<file path="config.mk">
export PLATFORM = sky130hd
export DESIGN_NAME = range_stream_sequencer
export DESIGN_NICKNAME = d
export VERILOG_FILES = /design/src/rtl/range_stream_sequencer.sv
export SDC_FILE = /design/constraint.sdc
export NUM_CORES = 1
export LEC_CHECK = 0
export CAP_MARGIN = 20
export CORE_UTILIZATION = 35
export CTS_BUF_LIST = sky130_fd_sc_hd__clkbuf_4
export DETAILED_ROUTE_END_ITERATION = 6
export DONT_BUFFER_PORTS = 1
export MAX_ROUTING_LAYER = met4
export PLACE_DENSITY = 0.51
export SYNTH_ARGS = -nofsm -noshare
export SYNTH_HDL_FRONTEND = slang
export SYNTH_SLANG_ARGS = --single-unit
</file>
<file path="constraint.sdc">
create_clock -name clock -period 2.5 [get_ports clock]
set_input_delay 0.5 -clock clock [delete_from_list [all_inputs] [get_ports clock]]
set_output_delay 0.5 -clock clock [all_outputs]
set_load 0.1 [all_outputs]
</file>
<file path="src/rtl/range_stream_sequencer.sv">
//------------------------------------------------------------------------------
// Module      : range_stream_sequencer
// Description : Buffers a burst of sample words and replays it with go/finish
//               framing for the range-finder input interface.
// Revision    : 1.0
//------------------------------------------------------------------------------
`default_nettype none

module range_stream_sequencer #(
    parameter int WIDTH = 10,
    parameter int DEPTH = 8,
    parameter int CW    = $clog2(DEPTH + 1)
) (
    input  logic             clock,
    input  logic             reset,
    input  logic [WIDTH-1:0] wr_data,
    input  logic             wr_valid,
    output logic             wr_ready,
    input  logic             start,
    output logic [WIDTH-1:0] data_out,
    output logic             go,
    output logic             finish,
    output logic             busy,
    output logic             done,
    output logic             err,
    output logic [CW-1:0]    count
);

    localparam int            PW      = $clog2(DEPTH);
    localparam logic [CW-1:0] C_DEPTH = CW'(DEPTH);
    localparam logic [CW-1:0] C_ZERO  = CW'(0);
    localparam logic [CW-1:0] C_ONE   = CW'(1);
    localparam logic [CW-1:0] C_TWO   = CW'(2);

    typedef enum logic [1:0] {
        S_IDLE     = 2'd0,
        S_SEND_GO  = 2'd1,
        S_STREAM   = 2'd2,
        S_SEND_FIN = 2'd3
    } state_t;

    state_t           r_state;
    state_t           w_next_state;
    logic [WIDTH-1:0] r_mem [DEPTH];
    logic [PW-1:0]    r_rd_ptr;
    logic [PW-1:0]    r_wr_ptr;
    logic [CW-1:0]    r_count;
    logic             r_done;
    logic             r_err;
    logic             w_push;
    logic             w_pop;
    logic             w_start_ok;
    logic             w_start_empty;

    always_ff @(posedge clock or posedge reset) begin
        if (reset) begin
            r_state <= S_IDLE;
        end else begin
            r_state <= w_next_state;
        end
    end

    // A write in the same cycle as start counts toward the burst, so an empty
    // buffer plus a write plus start launches a one-word burst without err.
    always_comb begin
        w_next_state  = r_state;
        w_pop         = 1'b0;
        w_start_ok    = 1'b0;
        w_start_empty = 1'b0;
        go            = 1'b0;
        finish        = 1'b0;
        busy          = 1'b1;
        w_push        = (r_state == S_IDLE) && wr_valid && (r_count != C_DEPTH);
        case (r_state)
            S_IDLE: begin
                busy = 1'b0;
                if (start) begin
                    if (w_push || (r_count != C_ZERO)) begin
                        w_start_ok   = 1'b1;
                        w_next_state = S_SEND_GO;
                    end else begin
                        w_start_empty = 1'b1;
                    end
                end
            end
            S_SEND_GO: begin
                go = 1'b1;
                // A lone word is held and re-sent with finish; go&finish together is illegal downstream.
                if (r_count == C_ONE) begin
                    w_next_state = S_SEND_FIN;
                end else begin
                    w_pop = 1'b1;
                    if (r_count == C_TWO) begin
                        w_next_state = S_SEND_FIN;
                    end else begin
                        w_next_state = S_STREAM;
                    end
                end
            end
            S_STREAM: begin
                w_pop = 1'b1;
                if (r_count == C_TWO) begin
                    w_next_state = S_SEND_FIN;
                end
            end
            S_SEND_FIN: begin
                finish       = 1'b1;
                w_pop        = 1'b1;
                w_next_state = S_IDLE;
            end
            default: begin
                w_next_state = S_IDLE;
            end
        endcase
    end

    always_ff @(posedge clock) begin
        if (w_push) begin
            r_mem[r_wr_ptr] <= wr_data;
        end
    end

    // Pushes only happen in IDLE and pops only in send states, so they never overlap.
    always_ff @(posedge clock or posedge reset) begin
        if (reset) begin
            r_rd_ptr <= '0;
            r_wr_ptr <= '0;
            r_count  <= '0;
        end else begin
            if (w_push) begin
                r_wr_ptr <= r_wr_ptr + 1'b1;
                r_count  <= r_count + 1'b1;
            end else if (w_pop && (r_count != C_ZERO)) begin
                r_rd_ptr <= r_rd_ptr + 1'b1;
                r_count  <= r_count - 1'b1;
            end
        end
    end

    always_ff @(posedge clock or posedge reset) begin
        if (reset) begin
            r_done <= 1'b0;
            r_err  <= 1'b0;
        end else begin
            r_done <= (r_state == S_SEND_FIN);
            if (w_start_empty) begin
                r_err <= 1'b1;
            end else if (w_start_ok) begin
                r_err <= 1'b0;
            end
        end
    end

    assign wr_ready = (r_state == S_IDLE) && (r_count != C_DEPTH);
    assign data_out = (r_state == S_IDLE) ? '0 : r_mem[r_rd_ptr];
    assign done     = r_done;
    assign err      = r_err;
    assign count    = r_count;

endmodule

`default_nettype wire

</file>
==> results of run 1 <==
metal layers:
layer / wire (µm) / share of wire / vias up
li1: - / - / 982
met1: 4010 / 0.49 / 1092
met2: 3760 / 0.46 / 30
met3: 268 / 0.033 / 5
met4: 99 / 0.012 / 0
met5: 0 / 0 / -
synth_stat cells (2+ instances only):
master / number
nand2b_1: 3
mux2_2: 2
ha_1: 11
buf_2: 2
o21ai_0: 3
nor3_1: 4
xnor2_1: 5
mux4_2: 20
edfxtp_1: 80
inv_1: 6
nor2_1: 20
mux2i_1: 10
dfrtp_1: 14
clkbuf_1: 5
a21oi_1: 4
nand3_1: 4
nand2_1: 12
state kept, by name (all words and copies together) (netlist names):
name	count
r_state	2
r_mem	80
r_wr_ptr	3
r_rd_ptr	3
count	4
done	1
err	1
logic make-up after synthesis:
logic type	share of synthesized area
AOI/OAI and AO/OA	0.0368
xor gates and xnor gates	0.0110
adders and majority gates	0.0346
buffers and inverters	0.0176
DFF	0.691
muxes	0.144
and+or+nand+nor	0.0647
worst paths after layout:
check	startpoint	end	slack (ns)
max in group asynchronous	reset	count[0]$_DFFE_PP0P_	1.49
min reg2reg	r_wr_ptr[2]$_DFFE_PP0P_	r_wr_ptr[2]$_DFFE_PP0P_	0.66
max	r_rd_ptr[0]$_DFFE_PP0P_	data_out[1]	-0.03
max reg2reg	r_state[0]$_DFFE_PP0P_	r_mem[0][7]$_DFFE_PP_	0.41
min	wr_data[7]	r_mem[7][7]$_DFFE_PP_	0.16
min in group asynchronous	reset	done$_DFF_PP0_	0.57
metrics by stage:
| stage | hold slack (ns) | cells |
|---|---|---|
| final | 0.158 | 418 |
| after global routing | 0.108 | 418 |
| after CTS | 0.119 | 418 |
| after detailed placement | 0.489 | 402 |
| after global placement | 0.493 | 402 |
| after floorplan | 0.389 | 229 |
layout make-up:
cell class | instances | area (µm²)
Fill cell | 952 | 6160
Sequential cell | 94 | 2760
Multi-Input combinational cell | 120 | 1230
Timing Repair Buffer | 44 | 508
Tap cell | 140 | 175
Clock buffer | 11 | 82.6
Clock inverter | 3 | 46.3
Inverter | 6 | 22.5
worst max-delay path: cells and delay by family (launching register included):
kind,cells,cell delay (ns)
AND/OR/NAND/NOR,1,0.09
flip-flops,1,0.44
multiplexers,2,0.73
buffers and inverters,2,0.34
timing repair:
action / 4_1_cts / 5_1_grt
gates resized for setup: 9 / 0
endpoints found under the hold margin: 14 / 0
endpoints found under the setup margin: 10 / 10
hold buffers: 1 / 0
setup buffers: 1 / 0
gates cloned: 0 / 0
==> results.yml, run 1 <==
outcome:
  outcome: "finished with violations"
  violations: "setup timing"
clock_tree:
  root_buffer: "clkbuf_4"
  cts_tree: "yes"
  cts_buffers: 9
  clkSinkCount: 94
  clk_latency_ns: 0.42
  clkTransAtPathRegs_ns: 0.14
  cts-htree-levels: 3
  ctsLongestPathBuffers: 2
synth:
  syn_avg_cell_area_um2: 17.4
  yosys_warnings: 0
  async_reset_ff_frac: 0.149
  synth_edf_count: 80
  yosysSeqAreaShare: 0.691
  synth_area_leaders: "edfxtp_1, mux4_2, dfrtp_1"
  synth.largest_area_cell: "edfxtp_1"
  syn-num-nets: 254
  ys.flop_type: "edfxtp_1"
  synth_area_mm2: 0.00398
  syn_inst: 229
  ys_ff_latch: 94
  synth.top_cell.area_share: 0.603
  yosysUniqueCellTypes: 41
layout:
  fin_nets: 300
  antenna_cells: 0
  final_cell_mix: "edfxtp_1, buf_4, mux4_2"
  final_layout_size_suffix_gt1_frac: 0.396
  final_core_util: 0.439
  syn_to_final_growth_pct: 21.2
  fin_area_mm2: 0.00483
  layout_commonest_cell: "edfxtp_1"
grt:
  grtUsageMet2: 0.230
  grt_max_degree: 15
  grt_pass1_vias: 2190
  grt.busiest_layer: "met2"
  grt_pass1_wl_um: 12700
  grt_use_total: 0.156
  grt_use_met1: 0.215
  antenna_found_initial: 0
  grt_overflow: 0
  use_met3: 0.0335
detailed_routing:
  routed_wl_um: 8140
  final_antenna_net_count: 0
  remaining_drc_errors: 0
  drt_iter0_markers: 114
  vias: 2109
  routedWlPerCell_um: 19.5
  first_pass_iters: 4
  viasPerCell: 5.05
floorplan:
  rows: 38
  die_h_um: 109
  start_util: 0.362
  dieWidth_um: 109
  core_mm2: 0.0110
  ios: 34
  dieArea_mm2: 0.0118
place:
  place_congestion: 0.761
  hpwl_um: 5570
  dpl_worst_slack_ns: 0.340
  dpl_cell_area_mm2: 0.00465
  io_buffers: 0
run:
  maxCapViolations: 0
critical_path:
  critical_path.max_fanout: 9
  end_kind: "output pin"
  cp_slowest_stage_delay_ns: 0.52
  r2r_cells: 6
  startpoint_type: "flip-flop"
  cp_data_arrival_time_ns: 2.03
  crit_chain: "buf_12, mux4_2, mux2i_2, nor2_2, buf_12"
  crit_top_cell: "buf_12"
  required_ns: 2.00
  slowest_stage: "mux4_2"
  critPathKind: "reg2out"
sta:
  fin_tns_setup_ns: -0.0316
  setup_viol: 1
  final.setup_skew_ns: 0.00887
  final-max-slew-violation-count: 0
  tightest_slew_ns: 0.886
  setup_ws_ns: -0.0316
  finalCritPeriodShare: 1.01
  min_period_ns: 2.53
  maxSlewHeadroom: 0.409
  fmax_ghz: 0.395
  hold_viol_final: 0
  rsz0062_at_grt: "true"
min_path:
  hold_path.class: "in2reg"
  whs_path_depth: 0
Power of run 1 is not shown: default switching activity piles up to over one toggle a cycle in this logic, so the estimate is an artifact.
==> inputs of run 2 (changes only) <==
Settings changed: ABC_AREA set to 1.
==> results.yml, run 2 <==
outcome:
  outcome: "completed"
layout:
  final_layout_size_suffix_gt1_frac: 0.211
  largest_reg_flops: 80
  fill_cells: 1150
  fin_area_mm2: 0.00509
  top_register: "r_mem"
  layout_commonest_cell: "nor2_1"
  final_cell_mix: "nor2_1, edfxtp_1, nand2_1"
  fin_nets: 461
  final_core_util: 0.423
  syn_to_final_growth_pct: 17.5
sta:
  finalCritPeriodShare: 0.959
  setup_viol: 0
  hold_viol_final: 0
  fmax_ghz: 0.417
  final.setup_skew_ns: 0.0238
  maxSlewHeadroom: 0.390
  final-max-slew-violation-count: 0
  min_period_ns: 2.40
  rsz0062_at_grt: "true"
  tightest_slew_ns: 0.914
detailed_routing:
  drt_iter0_markers: 160
  first_pass_iters: 5
  routedWlPerCell_um: 16.0
  routed_wl_um: 9410
  viasPerCell: 4.86
  vias: 2865
  remaining_drc_errors: 0
  final_antenna_net_count: 0
clock_tree:
  root_buffer: "clkbuf_4"
  cts-htree-levels: 3
  cts_tree: "yes"
  clkTransAtPathRegs_ns: 0.16
  cts_buffers: 9
  clk_latency_ns: 0.44
  clkSinkCount: 94
  ctsLongestPathBuffers: 2
place:
  dpl_cell_area_mm2: 0.00485
  place_congestion: 0.757
  hpwl_um: 6170
  io_buffers: 0
critical_path:
  required_ns: 2.00
  cp_data_arrival_time_ns: 1.90
  critical_path.max_fanout: 15
  startpoint_type: "flip-flop"
  critPathKind: "reg2out"
  end_kind: "output pin"
min_path:
  hold_path.class: "in2reg"
synth:
  synth.top_cell.area_share: 0.555
  yosysSeqAreaShare: 0.636
  syn-num-nets: 431
  synth_area_leaders: "edfxtp_1, nor2_1, dfrtp_1"
  syn_avg_cell_area_um2: 10.7
  synth_common_cells: "nor2_1, edfxtp_1, nand2_1"
  syn_inst: 406
  synth.largest_area_cell: "edfxtp_1"
  ys_ff_latch: 94
  synth_most_common_cell: "nor2_1"
  yosysUniqueCellTypes: 28
  synth_area_mm2: 0.00433
  yosys_warnings: 0
  ys.flop_type: "edfxtp_1"
  synth_edf_count: 80
  async_reset_ff_frac: 0.149
grt:
  antenna_found_initial: 1
  grt_pass1_vias: 2788
  grt_overflow: 0
  grt_max_degree: 30
  grt_use_total: 0.163
  grt_pass1_wl_um: 14900
floorplan:
  dieArea_mm2: 0.0128
  start_util: 0.360
  ios: 34
  core_mm2: 0.0120
  rows: 40
  dieWidth_um: 113
  die_h_um: 113
run:
  maxCapViolations: 0
-- run 2: cell types whose count changed after synthesis, moves of 5 or more --
cell,delta
buf_6,+6
o21ai_1,+41
nand2_1,+55
inv_1,+5
nor2_2,+5
clkbuf_1,-5
nor2_1,+89
mux4_2,-20
mux2i_1,-10
nand3_1,+12
-- run 2: worst max-delay path, stage by stage, from the launching register on --
cell and delay (ns):
dfrtp_2 0.48, inv_4 0.17, buf_12 0.17, o21ai_1 0.07, nand2_1 0.10, nor2_1 0.06, nor2_2 0.19, buf_12 0.20
-- run 2: metal layers --
layer  up-vias  routed length, µm  GRT usage
li1       1424                  -          -
met1      1387               4320      0.207
met2        44               4560      0.253
met3        10                381     0.0311
met4         0                151     0.0789
met5         -                  0          -
-- run 2: final cells by class --
| class | instances | area (µm²) | area share |
|---|---|---|---|
| inverter | 15 | 66.3 | 0.0130 |
| timing repair buffer | 38 | 479 | 0.0942 |
| clock buffer | 9 | 67.6 | 0.0133 |
| sequential | 94 | 2760 | 0.542 |
| clock inverter | 7 | 78.8 | 0.0155 |
| tap | 147 | 184 | 0.0362 |
| antenna | 1 | 2.50 | 0.000492 |
| multi-input combinational | 278 | 1450 | 0.285 |
-- run 2: worst paths after layout --
path                                         startpoint                      end  slack, ns  cells past startpoint
worst max-delay path            r_rd_ptr[0]$_DFFE_PP0P_              data_out[9]       0.10                      7
worst min-delay path                         wr_data[2]    r_mem[3][2]$_DFFE_PP_       0.14                      0
worst max register to register   r_state[0]$_DFFE_PP0P_    r_mem[6][1]$_DFFE_PP_       0.37                      9
worst min register to register  r_wr_ptr[0]$_DFFE_PP0P_  r_wr_ptr[0]$_DFFE_PP0P_       0.56                      2
max in group asynchronous                         reset     count[0]$_DFFE_PP0P_       1.54                      2
min in group asynchronous                         reset          err$_DFFE_PP0P_       0.54                      2
-- run 2: timing repair --
| action | 4_1_cts | 5_1_grt |
|---|---|---|
| hold buffers | 1 | 0 |
| endpoints found under the setup margin | 12 | 10 |
| cloned | 0 | 1 |
| buffers inserted | 1 | 0 |
| resized for setup | 2 | 9 |
| pin swaps | 0 | 0 |
| hold endpoints to repair | 14 | 0 |
-- run 2: stage by stage --
step	setup slack, ns	setup TNS (ns)	hold WS (ns)	instances
after floorplan	0.0741	0	0.389	406
after global placement	0.406	0	0.485	569
after detailed placement	0.358	0	0.484	569
after CTS	-0.00245	-0.00245	0.109	587
after global routing	-0.00853	-0.0151	0.0982	589
final	0.102	0	0.144	589
-- run 2: kinds of logic (layout without fill, tap and decap cells) --
kind of cell | after synthesis | in the layout | share of synthesized area
DFF | 94 | 94 | 0.636
buffers and inverters | 34 | 69 | 0.0471
xor gates and xnor gates | 5 | 5 | 0.0101
adders and majority gates | 11 | 11 | 0.0318
AOI/OAI and AO/OA | 44 | 44 | 0.0512
other | 0 | 1 | 0
and+or+nand+nor | 218 | 218 | 0.224
Power of run 2 is left out for the same reason.
==> inputs of run 3 (changes only) <==
Settings changed: CTS_CLUSTER_SIZE set to 24, RECOVER_POWER set to 50.
==> results.yml, run 3 (synthesis results as in run 2) <==
min_path:
  whs_path_depth: 0
  hold_path.class: "in2reg"
layout:
  top_register: "r_mem"
  largest_reg_flops: 80
  layout_commonest_cell: "nor2_1"
  fin_nets: 461
  final_layout_size_suffix_gt1_frac: 0.204
  finalNonFillerCells: 589
  final_cell_mix: "nor2_1, edfxtp_1, nand2_1"
  syn_to_final_growth_pct: 16.5
floorplan:
  dieArea_mm2: 0.0128
  ios: 34
  die_h_um: 113
  core_mm2: 0.0120
  dieWidth_um: 113
  start_util: 0.360
  rows: 40
sta:
  hold_viol_final: 0
  finalCritPeriodShare: 0.960
  setup_ws_ns: 0.101
  hold_ws_ns: 0.149
  fmax_ghz: 0.417
  min_period_ns: 2.40
  rsz0062_at_grt: "true"
  tightest_slew_ns: 0.911
  setup_viol: 0
  final.setup_skew_ns: 0.0180
  final-max-slew-violation-count: 0
  maxSlewHeadroom: 0.393
  fin_tns_setup_ns: 0
place:
  placedCellCount: 569
  io_buffers: 0
  hpwl_um: 6170
  place_congestion: 0.757
  dpl_worst_slack_ns: 0.358
detailed_routing:
  routed_wl_um: 9400
  vias: 2830
  routed-wl-met2_um: 4450
  drt-met1-wl_um: 4190
  routedWlPerCell_um: 16.0
  top_layer: "met4"
  wl_met3_um: 631
  drt_iter0_markers: 170
  first_pass_iters: 4
  viasPerCell: 4.80
  remaining_drc_errors: 0
  final_antenna_net_count: 0
critical_path:
  crit_chain: "inv_4, buf_12, o21ai_1, nand2_1, nor2_1, nor2_2, buf_12"
  slowest_stage: "dfrtp_2"
  startpoint_type: "flip-flop"
  required_ns: 2.00
  end_kind: "output pin"
  cp-startpoint: "r_rd_ptr[0]$_DFFE_PP0P_"
  cp_slowest_stage_delay_ns: 0.48
  crit_path_end: "data_out[9]"
  r2r_cells: 9
  r2r-end: "r_mem[6][1]$_DFFE_PP_"
  crit_top_cell: "buf_12"
  critPathKind: "reg2out"
  cp_data_arrival_time_ns: 1.90
  regToRegStartpoint: "r_state[0]$_DFFE_PP0P_"
  r2r_slack_ns: 0.37
  critical_path.max_fanout: 15
clock_tree:
  clkSinkCount: 94
  ctsLongestPathBuffers: 2
  cts_buffers: 9
  cts_tree: "yes"
  clkTransAtPathRegs_ns: 0.15
  clk_latency_ns: 0.43
  root_buffer: "clkbuf_4"
  cts-htree-levels: 3
grt:
  grt_pass1_vias: 2788
  grt_overflow: 0
  antenna_found_initial: 1
  grt_use_total: 0.163
  grt_pass1_wl_um: 14900
  grt_max_degree: 30
run:
  maxCapViolations: 0
outcome:
  outcome: "completed"
run 3: timing repair:
item	4_1_cts	5_1_grt
setup buffers	1	0
hold buffers	1	0
gates resized for setup	2	9
setup endpoints to repair	12	10
gates cloned	0	1
endpoints found under the hold margin	14	0
run 3: worst min path at each step:
| stage | start | endpoint | slack, ns |
|---|---|---|---|
| after floorplan | reset | count[2]$_DFFE_PP0P_ | 0.39 |
| after global placement | reset | r_state[0]$_DFFE_PP0P_ | 0.49 |
| after detailed placement | reset | done$_DFF_PP0_ | 0.48 |
| after CTS | wr_data[4] | r_mem[2][4]$_DFFE_PP_ | 0.11 |
| after global routing | wr_data[4] | r_mem[3][4]$_DFFE_PP_ | 0.1 |
| final | wr_data[4] | r_mem[2][4]$_DFFE_PP_ | 0.15 |
run 3: per-layer routing:
layer / vias to the layer above / global-route usage
met4: 0 / 0.0789
met1: 1344 / 0.207
met2: 56 / 0.253
met3: 7 / 0.0311
li1: 1423 / -
met5: - / -
run 3: metrics by stage:
step,instance area [µm²],util
global placement,4850,0.404
floorplan,4410,-
global route,5040,0.420
detailed placement,4850,0.404
finish,5040,0.420
CTS,5040,0.419
run 3: critical path: cells and delay by family, from the launching register on:
family	cells	cell delay (ns)
AOI/OAI and AO/OA	1	0.07
buffers and inverters	3	0.54
DFF	1	0.48
and+or+nand+nor	3	0.36
run 3: layout make-up:
type | count | area, µm²
flip-flops and latches | 94 | 2760
well taps | 147 | 184
inverters | 15 | 66.3
multi-input cells | 278 | 1420
clock buffers | 9 | 67.6
fillers | 1158 | 6970
diodes | 1 | 2.50
repair buffers | 38 | 472
clock inverters | 7 | 78.8
Power of run 3 is left out for the same reason.
